**config.mk**
```make
export PLATFORM = sky130hd
export DESIGN_NAME = decode_stage
export DESIGN_NICKNAME = d
export VERILOG_FILES = /design/src/rtl/riscv_pkg.sv /design/src/rtl/decode_comb.sv /design/src/rtl/decode_stage.sv
export SDC_FILE = /design/constraint.sdc
export NUM_CORES = 1
export LEC_CHECK = 0
export ABC_CLOCK_PERIOD_IN_PS = 2450
export CORE_MARGIN = 8
export CORE_UTILIZATION = 52
export CTS_CLUSTER_SIZE = 28
export DETAILED_ROUTE_END_ITERATION = 8
export GPL_ROUTABILITY_DRIVEN = 0
export HOLD_SLACK_MARGIN = 0.05
export PLACE_DENSITY = 0.8
export SYNTH_ARGS = -nofsm -noshare
export SYNTH_HDL_FRONTEND = slang
export SYNTH_SLANG_ARGS = --single-unit
```
**constraint.sdc**
```tcl
create_clock -name clk -period 2.45 [get_ports clk]
set_input_delay 0.245 -clock clk [delete_from_list [all_inputs] [get_ports clk]]
set_output_delay 0.245 -clock clk [all_outputs]
set_load 0.05 [all_outputs]
```
**src/rtl/riscv_pkg.sv**
```systemverilog
// Shared RV32I decode types: op-class enum, opcode/funct7 constants and the stored bundle.
package riscv_pkg;

  typedef enum logic [3:0] {
    OP_NONE    = 4'd0,
    OP_ALU_R   = 4'd1,
    OP_ALU_I   = 4'd2,
    OP_LOAD    = 4'd3,
    OP_STORE   = 4'd4,
    OP_BRANCH  = 4'd5,
    OP_JAL     = 4'd6,
    OP_JALR    = 4'd7,
    OP_LUI     = 4'd8,
    OP_AUIPC   = 4'd9,
    OP_SYSTEM  = 4'd10,
    OP_FENCE   = 4'd11,
    OP_MULDIV  = 4'd12,
    OP_ILLEGAL = 4'd15
  } op_class_e;

  localparam logic [6:0] OPC_LOAD   = 7'b0000011;
  localparam logic [6:0] OPC_FENCE  = 7'b0001111;
  localparam logic [6:0] OPC_OP_IMM = 7'b0010011;
  localparam logic [6:0] OPC_AUIPC  = 7'b0010111;
  localparam logic [6:0] OPC_STORE  = 7'b0100011;
  localparam logic [6:0] OPC_OP     = 7'b0110011;
  localparam logic [6:0] OPC_LUI    = 7'b0110111;
  localparam logic [6:0] OPC_BRANCH = 7'b1100011;
  localparam logic [6:0] OPC_JALR   = 7'b1100111;
  localparam logic [6:0] OPC_JAL    = 7'b1101111;
  localparam logic [6:0] OPC_SYSTEM = 7'b1110011;

  localparam logic [6:0] F7_ZERO   = 7'b0000000;
  localparam logic [6:0] F7_ALT    = 7'b0100000;
  localparam logic [6:0] F7_MULDIV = 7'b0000001;

  typedef struct packed {
    op_class_e   op_class;
    logic [4:0]  rd;
    logic [4:0]  rs1;
    logic [4:0]  rs2;
    logic [2:0]  funct3;
    logic        funct7b5;
    logic [31:0] imm;
    logic [31:0] pc;
    logic        illegal;
  } bundle_t;

  function automatic logic [31:0] sext12(input logic [11:0] v);
    return {{20{v[11]}}, v};
  endfunction

endpackage

```
**src/rtl/decode_comb.sv**
```systemverilog
// Purely combinational RV32I field/immediate/legality cracker.
// DECODE_MULDIV_EN: when defined, OP with funct7=0000001 decodes as MULDIV instead of ILLEGAL.
module decode_comb
  import riscv_pkg::*;
(
  input  logic [31:0] inst_i,
  output logic [3:0]  op_class_o,
  output logic [4:0]  rd_o,
  output logic [4:0]  rs1_o,
  output logic [4:0]  rs2_o,
  output logic [2:0]  funct3_o,
  output logic        funct7b5_o,
  output logic [31:0] imm_o,
  output logic        illegal_o
);

`ifdef DECODE_MULDIV_EN
  localparam op_class_e MULDIV_CLASS = OP_MULDIV;
`else
  localparam op_class_e MULDIV_CLASS = OP_ILLEGAL;
`endif

  logic [6:0]  f7_s;
  logic [2:0]  f3_s;
  op_class_e   cls_s;
  logic [31:0] imm_s;

  assign f7_s       = inst_i[31:25];
  assign f3_s       = inst_i[14:12];
  assign rd_o       = inst_i[11:7];
  assign rs1_o      = inst_i[19:15];
  assign rs2_o      = inst_i[24:20];
  assign funct3_o   = f3_s;
  assign funct7b5_o = inst_i[30];
  assign op_class_o = cls_s;
  assign illegal_o  = (cls_s == OP_ILLEGAL);
  assign imm_o      = (cls_s == OP_ILLEGAL) ? 32'd0 : imm_s;

  // Opcode classification, funct7 legality and immediate format selection.
  always_comb begin
    cls_s = OP_ILLEGAL;
    imm_s = 32'd0;
    if (inst_i[1:0] != 2'b11) begin
      cls_s = OP_ILLEGAL;
    end else begin
      case (inst_i[6:0])
        OPC_OP: begin
          if (f7_s == F7_ZERO) begin
            cls_s = OP_ALU_R;
          end else if (f7_s == F7_ALT && (f3_s == 3'b000 || f3_s == 3'b101)) begin
            cls_s = OP_ALU_R;
          end else if (f7_s == F7_MULDIV) begin
            cls_s = MULDIV_CLASS;
          end else begin
            cls_s = OP_ILLEGAL;
          end
        end
        OPC_OP_IMM: begin
          imm_s = sext12(inst_i[31:20]);
          // Shift-immediates reuse imm[11:5] as funct7: SLLI needs 0, SRLI/SRAI 0 or 0x20.
          if (f3_s == 3'b001 && f7_s != F7_ZERO) begin
            cls_s = OP_ILLEGAL;
          end else if (f3_s == 3'b101 && f7_s != F7_ZERO && f7_s != F7_ALT) begin
            cls_s = OP_ILLEGAL;
          end else begin
            cls_s = OP_ALU_I;
          end
        end
        OPC_LOAD: begin
          cls_s = OP_LOAD;
          imm_s = sext12(inst_i[31:20]);
        end
        OPC_STORE: begin
          cls_s = OP_STORE;
          imm_s = sext12({inst_i[31:25], inst_i[11:7]});
        end
        OPC_BRANCH: begin
          cls_s = OP_BRANCH;
          imm_s = {{19{inst_i[31]}}, inst_i[31], inst_i[7], inst_i[30:25], inst_i[11:8], 1'b0};
        end
        OPC_JAL: begin
          cls_s = OP_JAL;
          imm_s = {{11{inst_i[31]}}, inst_i[31], inst_i[19:12], inst_i[20], inst_i[30:21], 1'b0};
        end
        OPC_JALR: begin
          cls_s = OP_JALR;
          imm_s = sext12(inst_i[31:20]);
        end
        OPC_LUI: begin
          cls_s = OP_LUI;
          imm_s = {inst_i[31:12], 12'd0};
        end
        OPC_AUIPC: begin
          cls_s = OP_AUIPC;
          imm_s = {inst_i[31:12], 12'd0};
        end
        OPC_SYSTEM: begin
          cls_s = OP_SYSTEM;
          imm_s = sext12(inst_i[31:20]);
        end
        OPC_FENCE: begin
          cls_s = OP_FENCE;
          imm_s = sext12(inst_i[31:20]);
        end
        default: begin
          cls_s = OP_ILLEGAL;
          imm_s = 32'd0;
        end
      endcase
    end
  end

endmodule

```
**src/rtl/decode_stage.sv**
```systemverilog
// RV32I decode stage: decodes inst_i, then buffers bundles in an OUT + SKID pair (strict FIFO).
// DECODE_MULDIV_EN (see decode_comb) enables MULDIV decoding.
module decode_stage
  import riscv_pkg::*;
#(
  parameter int XLEN             = 32,
  parameter bit FLUSH_KEEPS_SKID = 1'b0
) (
  input  logic        clk,
  input  logic        reset,
  input  logic        flush_i,
  input  logic        inst_valid_i,
  output logic        inst_ready_o,
  input  logic [31:0] inst_i,
  input  logic [31:0] pc_i,
  output logic        out_valid_o,
  input  logic        out_ready_i,
  output logic [3:0]  op_class_o,
  output logic [4:0]  rd_o,
  output logic [4:0]  rs1_o,
  output logic [4:0]  rs2_o,
  output logic [2:0]  funct3_o,
  output logic        funct7b5_o,
  output logic [31:0] imm_o,
  output logic [31:0] pc_o,
  output logic        illegal_o
);

  if (XLEN != 32) begin : g_xlen_check
    $error("decode_stage supports only XLEN=32");
  end

  logic [3:0]  cls_s;
  logic [4:0]  rd_s, rs1_s, rs2_s;
  logic [2:0]  f3_s;
  logic        f7b5_s, ill_s;
  logic [31:0] imm_s;
  bundle_t     dec_s;

  bundle_t out_q, out_d, skid_q, skid_d;
  logic    out_v_q, out_v_d, skid_v_q, skid_v_d, ready_q, ready_d;
  logic    in_accept_s, out_drain_s;

  decode_comb u_decode_comb (
    .inst_i     (inst_i),
    .op_class_o (cls_s),
    .rd_o       (rd_s),
    .rs1_o      (rs1_s),
    .rs2_o      (rs2_s),
    .funct3_o   (f3_s),
    .funct7b5_o (f7b5_s),
    .imm_o      (imm_s),
    .illegal_o  (ill_s)
  );

  assign in_accept_s = inst_valid_i & ready_q;
  assign out_drain_s = out_v_q & out_ready_i;

  // Pack the freshly decoded instruction with its PC.
  always_comb begin
    dec_s          = '0;
    dec_s.op_class = op_class_e'(cls_s);
    dec_s.rd       = rd_s;
    dec_s.rs1      = rs1_s;
    dec_s.rs2      = rs2_s;
    dec_s.funct3   = f3_s;
    dec_s.funct7b5 = f7b5_s;
    dec_s.imm      = imm_s;
    dec_s.pc       = pc_i;
    dec_s.illegal  = ill_s;
  end

  // Next-state for the OUT/SKID pair; flush overrides any accept or drain.
  always_comb begin
    out_d    = out_q;
    skid_d   = skid_q;
    out_v_d  = out_v_q;
    skid_v_d = skid_v_q;
    if (flush_i) begin
      out_v_d = 1'b0;
      if (FLUSH_KEEPS_SKID) begin
        skid_v_d = skid_v_q;
      end else begin
        skid_v_d = 1'b0;
      end
    end else if (skid_v_q) begin
      // Ready is low while SKID is occupied, so only a promotion can happen here.
      if (out_drain_s || !out_v_q) begin
        out_d    = skid_q;
        out_v_d  = 1'b1;
        skid_v_d = 1'b0;
      end else begin
        out_v_d = out_v_q;
      end
    end else if (out_drain_s || !out_v_q) begin
      if (in_accept_s) begin
        out_d   = dec_s;
        out_v_d = 1'b1;
      end else begin
        out_v_d = 1'b0;
      end
    end else if (in_accept_s) begin
      skid_d   = dec_s;
      skid_v_d = 1'b1;
    end else begin
      skid_v_d = skid_v_q;
    end
    ready_d = ~skid_v_d;
  end

  // Buffer state registers.
  always_ff @(posedge clk or negedge reset) begin
    if (!reset) begin
      out_q    <= '0;
      skid_q   <= '0;
      out_v_q  <= 1'b0;
      skid_v_q <= 1'b0;
      ready_q  <= 1'b1;
    end else begin
      out_q    <= out_d;
      skid_q   <= skid_d;
      out_v_q  <= out_v_d;
      skid_v_q <= skid_v_d;
      ready_q  <= ready_d;
    end
  end

  assign inst_ready_o = ready_q;
  assign out_valid_o  = out_v_q;
  assign op_class_o   = out_q.op_class;
  assign rd_o         = out_q.rd;
  assign rs1_o        = out_q.rs1;
  assign rs2_o        = out_q.rs2;
  assign funct3_o     = out_q.funct3;
  assign funct7b5_o   = out_q.funct7b5;
  assign imm_o        = out_q.imm;
  assign pc_o         = out_q.pc;
  assign illegal_o    = out_q.illegal;

endmodule
```
# Word-level counts from Yosys, hierarchy flattened
# Index checks and enable logic that the tools add are counted.
# classes
n_reduce_logical	16
bitwise_logic	6
mux	22
eq_ne	17
# op_table
operator	n
88-bit two-way mux	4
32-bit case mux with 5 select lines	1
32-bit two-way mux	2
4-bit case mux with 11 select lines	1
7-bit by 6-bit equality test with 1-bit output, second input constant	4
7-bit equality test, second input constant	4
4-bit two-way mux	5
7-bit by 5-bit equality test with 1-bit output, second input constant	2
1-bit two-way mux	9
7-bit by 2-bit equality test with 1-bit output, second input constant	1
7-bit by 4-bit equality test with 1-bit output, second input constant	1
7-bit zero test	1
7-bit by 6-bit != test with 1-bit output, second input constant	1
7-bit nonzero test	1
5-bit OR reduction	1
4-bit equality test, second input constant	1
1-bit logical AND	4
1-bit NOT	4
4-bit AND reduction	1
2-bit nonzero test	2
3-bit by 1-bit equality test with 1-bit output, second input constant	1
3-bit equality test, second input constant	1
3-bit zero test	1
3-bit AND reduction	1
other kinds (5)	7
# word_totals
regBits	179
in_bits	69

# Depth between registers and ports, before layout
# logic_depth
ltp_word	12
depth_mapped	8

# Hierarchy
# Synthesis repeated with hierarchy kept, for this count alone.
# hier_totals
cells_unflattened	646
area_unflattened_um2	8652.0
# modules_own_cells
module	n_inst	cells_each	area_per_inst_um2	seq_area_each_um2
decode_stage	1	481	7673.6	4480.5
decode_comb	1	165	978.4	0.0

# Worst setup path before layout
# OpenSTA, ideal clock, no wires.
# synth_path
kind	flip-flop to flip-flop
from	reg ready_q (netlist: inst_ready_o)
to	reg out_q (netlist bit imm_o[31])
setup_ns	0.144
path_stages_with_launch	8
slack_ns	0.414
t_required_ns	2.306
arrival_time_ns	1.893
n_path_buf	3
path_cell_list	dfstp_2 > a21oi_1 > or3_1 > clkbuf_1 > clkbuf_1 > clkbuf_1 > a21oi_1 > o41ai_1
# synth_between
elab_chain_len	3
# synth_lines
item	line_no	source
from (decl)	decode_stage.sv:41	logic out_v_q, out_v_d, skid_v_q, skid_v_d, ready_q, ready_d;
from (signal assigned)	decode_stage.sv:124	ready_q <= ready_d;
1-bit AND	decode_stage.sv:56	assign in_accept_s = inst_valid_i & ready_q;
2-bit nonzero test (no source line)	n/a	
3-bit AND reduction (no source line)	n/a	
to (signal assigned)	decode_stage.sv:120	out_q <= out_d;
to (decl)	decode_stage.sv:40	bundle_t out_q, out_d, skid_q, skid_d;
# Every way passes these cells.
# A chain may end at the register's enable or synchronous reset.

# Worst setup path after layout
# layout_path
from	in inst_i[26]
to	reg skid_q[45] in the netlist's numbering
# layout_between
elab_chain_len	9
# layout_lines
item	line_no	source
from (decl)	decode_stage.sv:14	input logic [31:0] inst_i,
7-bit nonzero test	decode_comb.sv:61, decode_comb.sv:63	
1-bit logical AND (2 in a row)	decode_comb.sv:63	end else if (f3_s == 3'b101 && f7_s != F7_ZERO && f7_s != F7_ALT) begin
4-bit two-way mux	decode_comb.sv:63	
4-bit two-way mux	decode_comb.sv:61	if (f3_s == 3'b001 && f7_s != F7_ZERO) begin
4-bit case mux with 11 select lines (*)	decode_comb.sv:46	case (inst_i[6:0])
4-bit two-way mux (*)	decode_comb.sv:43	if (inst_i[1:0] != 2'b11) begin
4-bit equality test (*)	decode_comb.sv:37	assign imm_o = (cls_s == OP_ILLEGAL) ? 32'd0 : imm_s;
32-bit two-way mux (*)	decode_comb.sv:37	
to (signal assigned)	decode_stage.sv:121	skid_q <= skid_d;
to (decl)	decode_stage.sv:40	
# Every way passes the cells marked *; elsewhere a longest branch is shown, timed or not.

==> key figures <==
Job
  – Max-cap violation count: 0

Routing
  – Routed WL per cell: between 15 and 20 um
  – Average vias per placed instance: between 5 and 6
  – Post-Route WL: 22580 um
  – DR iter-0 viols: about 590
  – Pre-Repair DR Iteration Count: 5
  – Vias: 7002
  – Final ANT Viol Nets: 0
  – Remaining DRCs: 0

Timing
  – Hold Fails Final Rpt: 0
  – Max Slew Vio Count: 0
  – Final WS setup: 0.1075 ns
  – Worst clock skew: 0.006718 ns
  – RSZ-0062 raised after global routing: no
  – Rel. slew slack: 0.4645
  – Worst slew pin tran: between 0.7 and 0.8 ns
  – Final setup fails: 0
  – Hold Slack: between 0.3 and 0.4 ns
  – Setup_tns: 0 ns
  – Tcrit/Tclk final: 0.9561
  – Tmin final: ~2.3 ns
  – F_max: between 400 and 500 MHz

Global route
  – Total track usage: 0.2322
  – Largest net degree at the start of global routing: 93
  – Global route total overflow: 0
  – Initial antenna violation count: 0
  – First-pass GRT wire length: approximately 37000 um
  – Number of global-route vias before repair: approximately 6.8k

Worst setup path
  – CP Class: in2reg
  – Crit path launch type: input port
  – Critical Path AT: roughly 2.7 ns
  – Worst-path maximum fanout: 25
  – Worst endpoint required time: approximately 2.8 ns
  – CP Capture Type: flop
  – R2R depth: 4

Placed design
  – Place WS: -0.2625 ns
  – Dpl hpwl: between 15000 and 20000 um
  – PortBufs: between 150 and 200
  – Cells after DPL: roughly 1.2k

Power and ir drop
  – Switch share: 0.3336
  – Switching pwr: between 2 and 3 mW
  – Lkg Pwr: approximately 4.7 nW
  – Sequential share of power: 0.415
  – Int Pwr: 5.944 mW
  – Peak supply drop: 0.5075 mV
  – Cell Pwr Density: 836.5 mW/mm2
  – Logic pwr share: 0.267
  – Clock power share: 0.318

Synth
  – Synth Net Count: ~930
  – Syn Inst Count: between 800 and 900
  – Most used flip-flop cell after synthesis: dfrtp_1
  – Ys Warns: 0
  – Post-synth EDFFs: 0
  – Cell variety after synth: between 40 and 50
  – FF+latch count, synth: ~180
  – Post-synthesis sequential area ratio: 0.5570
  – Synthesized area: slightly above 0.008 mm2
  – Syn avg cell area: ~9.4 um2
  – Post-synth ARST share: 1.000

Clocking
  – Root Driver: clkbuf_16
  – Longest Clk Path Bufs: 2
  – CTS tree: done
  – CTS clk-pin slew, worst paths: 0.07 ns
  – Cts bufs inserted: 17
  – Clk_lat worst skew: between 0.4 and 0.5 ns
  – CTS resizes: 0
  – H-tree levels: 4
  – CTS Sinks: approximately 180

Outcome
  – Status: complete, no violations

Finish
  – Share of cells above drive strength 1: 0.08552
  – Ant diodes: 0
  – Most common cell after layout, fill and taps aside: nand2_1
  – Area grow syn2layout: 32.57%
  – Post-Layout Cell Count: 1217
  – Utilization after layout: 0.7041
  – Commonest non-fill, non-tap cells in the layout: 245 x nand2_1, 177 x dfrtp_1, 157 x clkdlybuf4s50_1, 64 x a21oi_1, 62 x o21ai_0
  – Total Nets Final: 1085

Floorplanning
  – Die X: between 100 and 150 um
  – Effective utilization at floorplan: 0.5311
  – # rows: 45
  – Die Height: ~140 um
  – Boundary Pins: about 160
  – Die Area: 0.01971 mm2
  – Area of the core: 0.01515 mm2

Min path
  – Worst min path class: in2async
[critical path, stage by stage]
cell	delay, ns
clkdlybuf4s50_1	0.42
or4_4	0.58
o41ai_2	0.38
a31o_1	0.41
nand2_4	0.27
o31ai_1	0.35
[Yosys cell counts (7+ instances only)]
master / instances / share of area
nand2_1: 245 / 0.11
a21oi_1: 64 / 0.040
o31ai_1: 37 / 0.035
dfrtp_1: 178 / 0.55
a31oi_1: 7 / 0.0054
clkbuf_1: 57 / 0.027
nor2_1: 40 / 0.019
inv_1: 10 / 0.0047
mux2i_1: 52 / 0.065
o21ai_0: 62 / 0.039
o22ai_1: 32 / 0.025
and3_1: 7 / 0.0054
[logic make-up (layout without fill, tap and decap cells)]
family                    after synthesis  count (layout)  synth area share
xor gates and xnor gates                2               2          0.002178
DFF                                   179             179            0.5570
AOI/OAI and AO/OA                     223             223            0.1660
buffers and inverters                  74             244           0.03920
muxes                                  52              52           0.06471
and+or+nand+nor                       329             329            0.1709
[per-layer routing]
layer  up-vias  wire length [um]  GRT usage
li1       3283                 -          -
met1      3370              9816     0.3176
met5         -                 0          0
met3        33              2081    0.06286
met4         0               258    0.06286
met2       316             10420     0.3573
[area by class of cell]
type / instances / area [um2]
tap: 188 / 235.2
multi-input combinational: 606 / 3272
clock inverter: 12 / 152.6
inverter: 10 / 37.54
sequential: 179 / 4484
clock buffer: 20 / 466.7
fill: 1121 / 4482
timing repair buffer: 202 / 2016
[worst paths after layout]
| check | end | slack (ns) | start |
|---|---|---|---|
| worst max-delay path | skid_q[45]$_DFFE_PN0P_ | 0.11 | inst_i[26] |
| worst min-delay path | pc_o[9]$_DFFE_PN0P_ | 0.33 | reset |
| worst max register to register | rs2_o[1]$_DFFE_PN0P_ | 0.58 | skid_v_q$_DFF_PN0_ |
| worst min register to register | skid_q[69]$_DFFE_PN0P_ | 0.47 | skid_q[69]$_DFFE_PN0P_ |
| max in group asynchronous | imm_o[10]$_DFFE_PN0P_ | 1.38 | reset |
| min in group clk | skid_q[29]$_DFFE_PN0P_ | 0.38 | pc_i[28] |
[timing repair]
item	4_1_cts	5_1_grt
hold buffers	1	0
endpoints found under the hold margin	49	0
setup buffers	0	0
[power groups by stage]
stage	sequential (mW)	combinational [mW]	clock [mW]
2_1_floorplan	4.56	0.580	0
3_3_place_gp	3.73	2.35	0
3_5_place_dp	3.74	2.39	0
4_1_cts	3.70	2.40	2.86
5_1_grt	3.76	2.54	2.97
6_report	3.70	2.38	2.83
[stage by stage]
| stage | total power [mW] | instance area (um2) |
|---|---|---|
| 6_report | 8.920 | 10660 |
| 5_1_grt | 9.272 | 10660 |
| 4_1_cts | 8.970 | 10660 |
| 3_5_place_dp | 6.133 | 10030 |
| 3_3_place_gp | 6.077 | 10030 |
| 2_1_floorplan | 5.143 | 8044 |
[state kept, by name, summed over array words and instances (netlist names)]
signal,cells
imm_o,32
skid_v_q,1
funct3_o,3
rs1_o,5
inst_ready_o,1
funct7b5_o,1
pc_o,32
illegal_o,1
rd_o,5
rs2_o,5
out_valid_o,1
op_class_o,4
skid_q,88
Note: power is estimated with default switching activity, not from simulation.
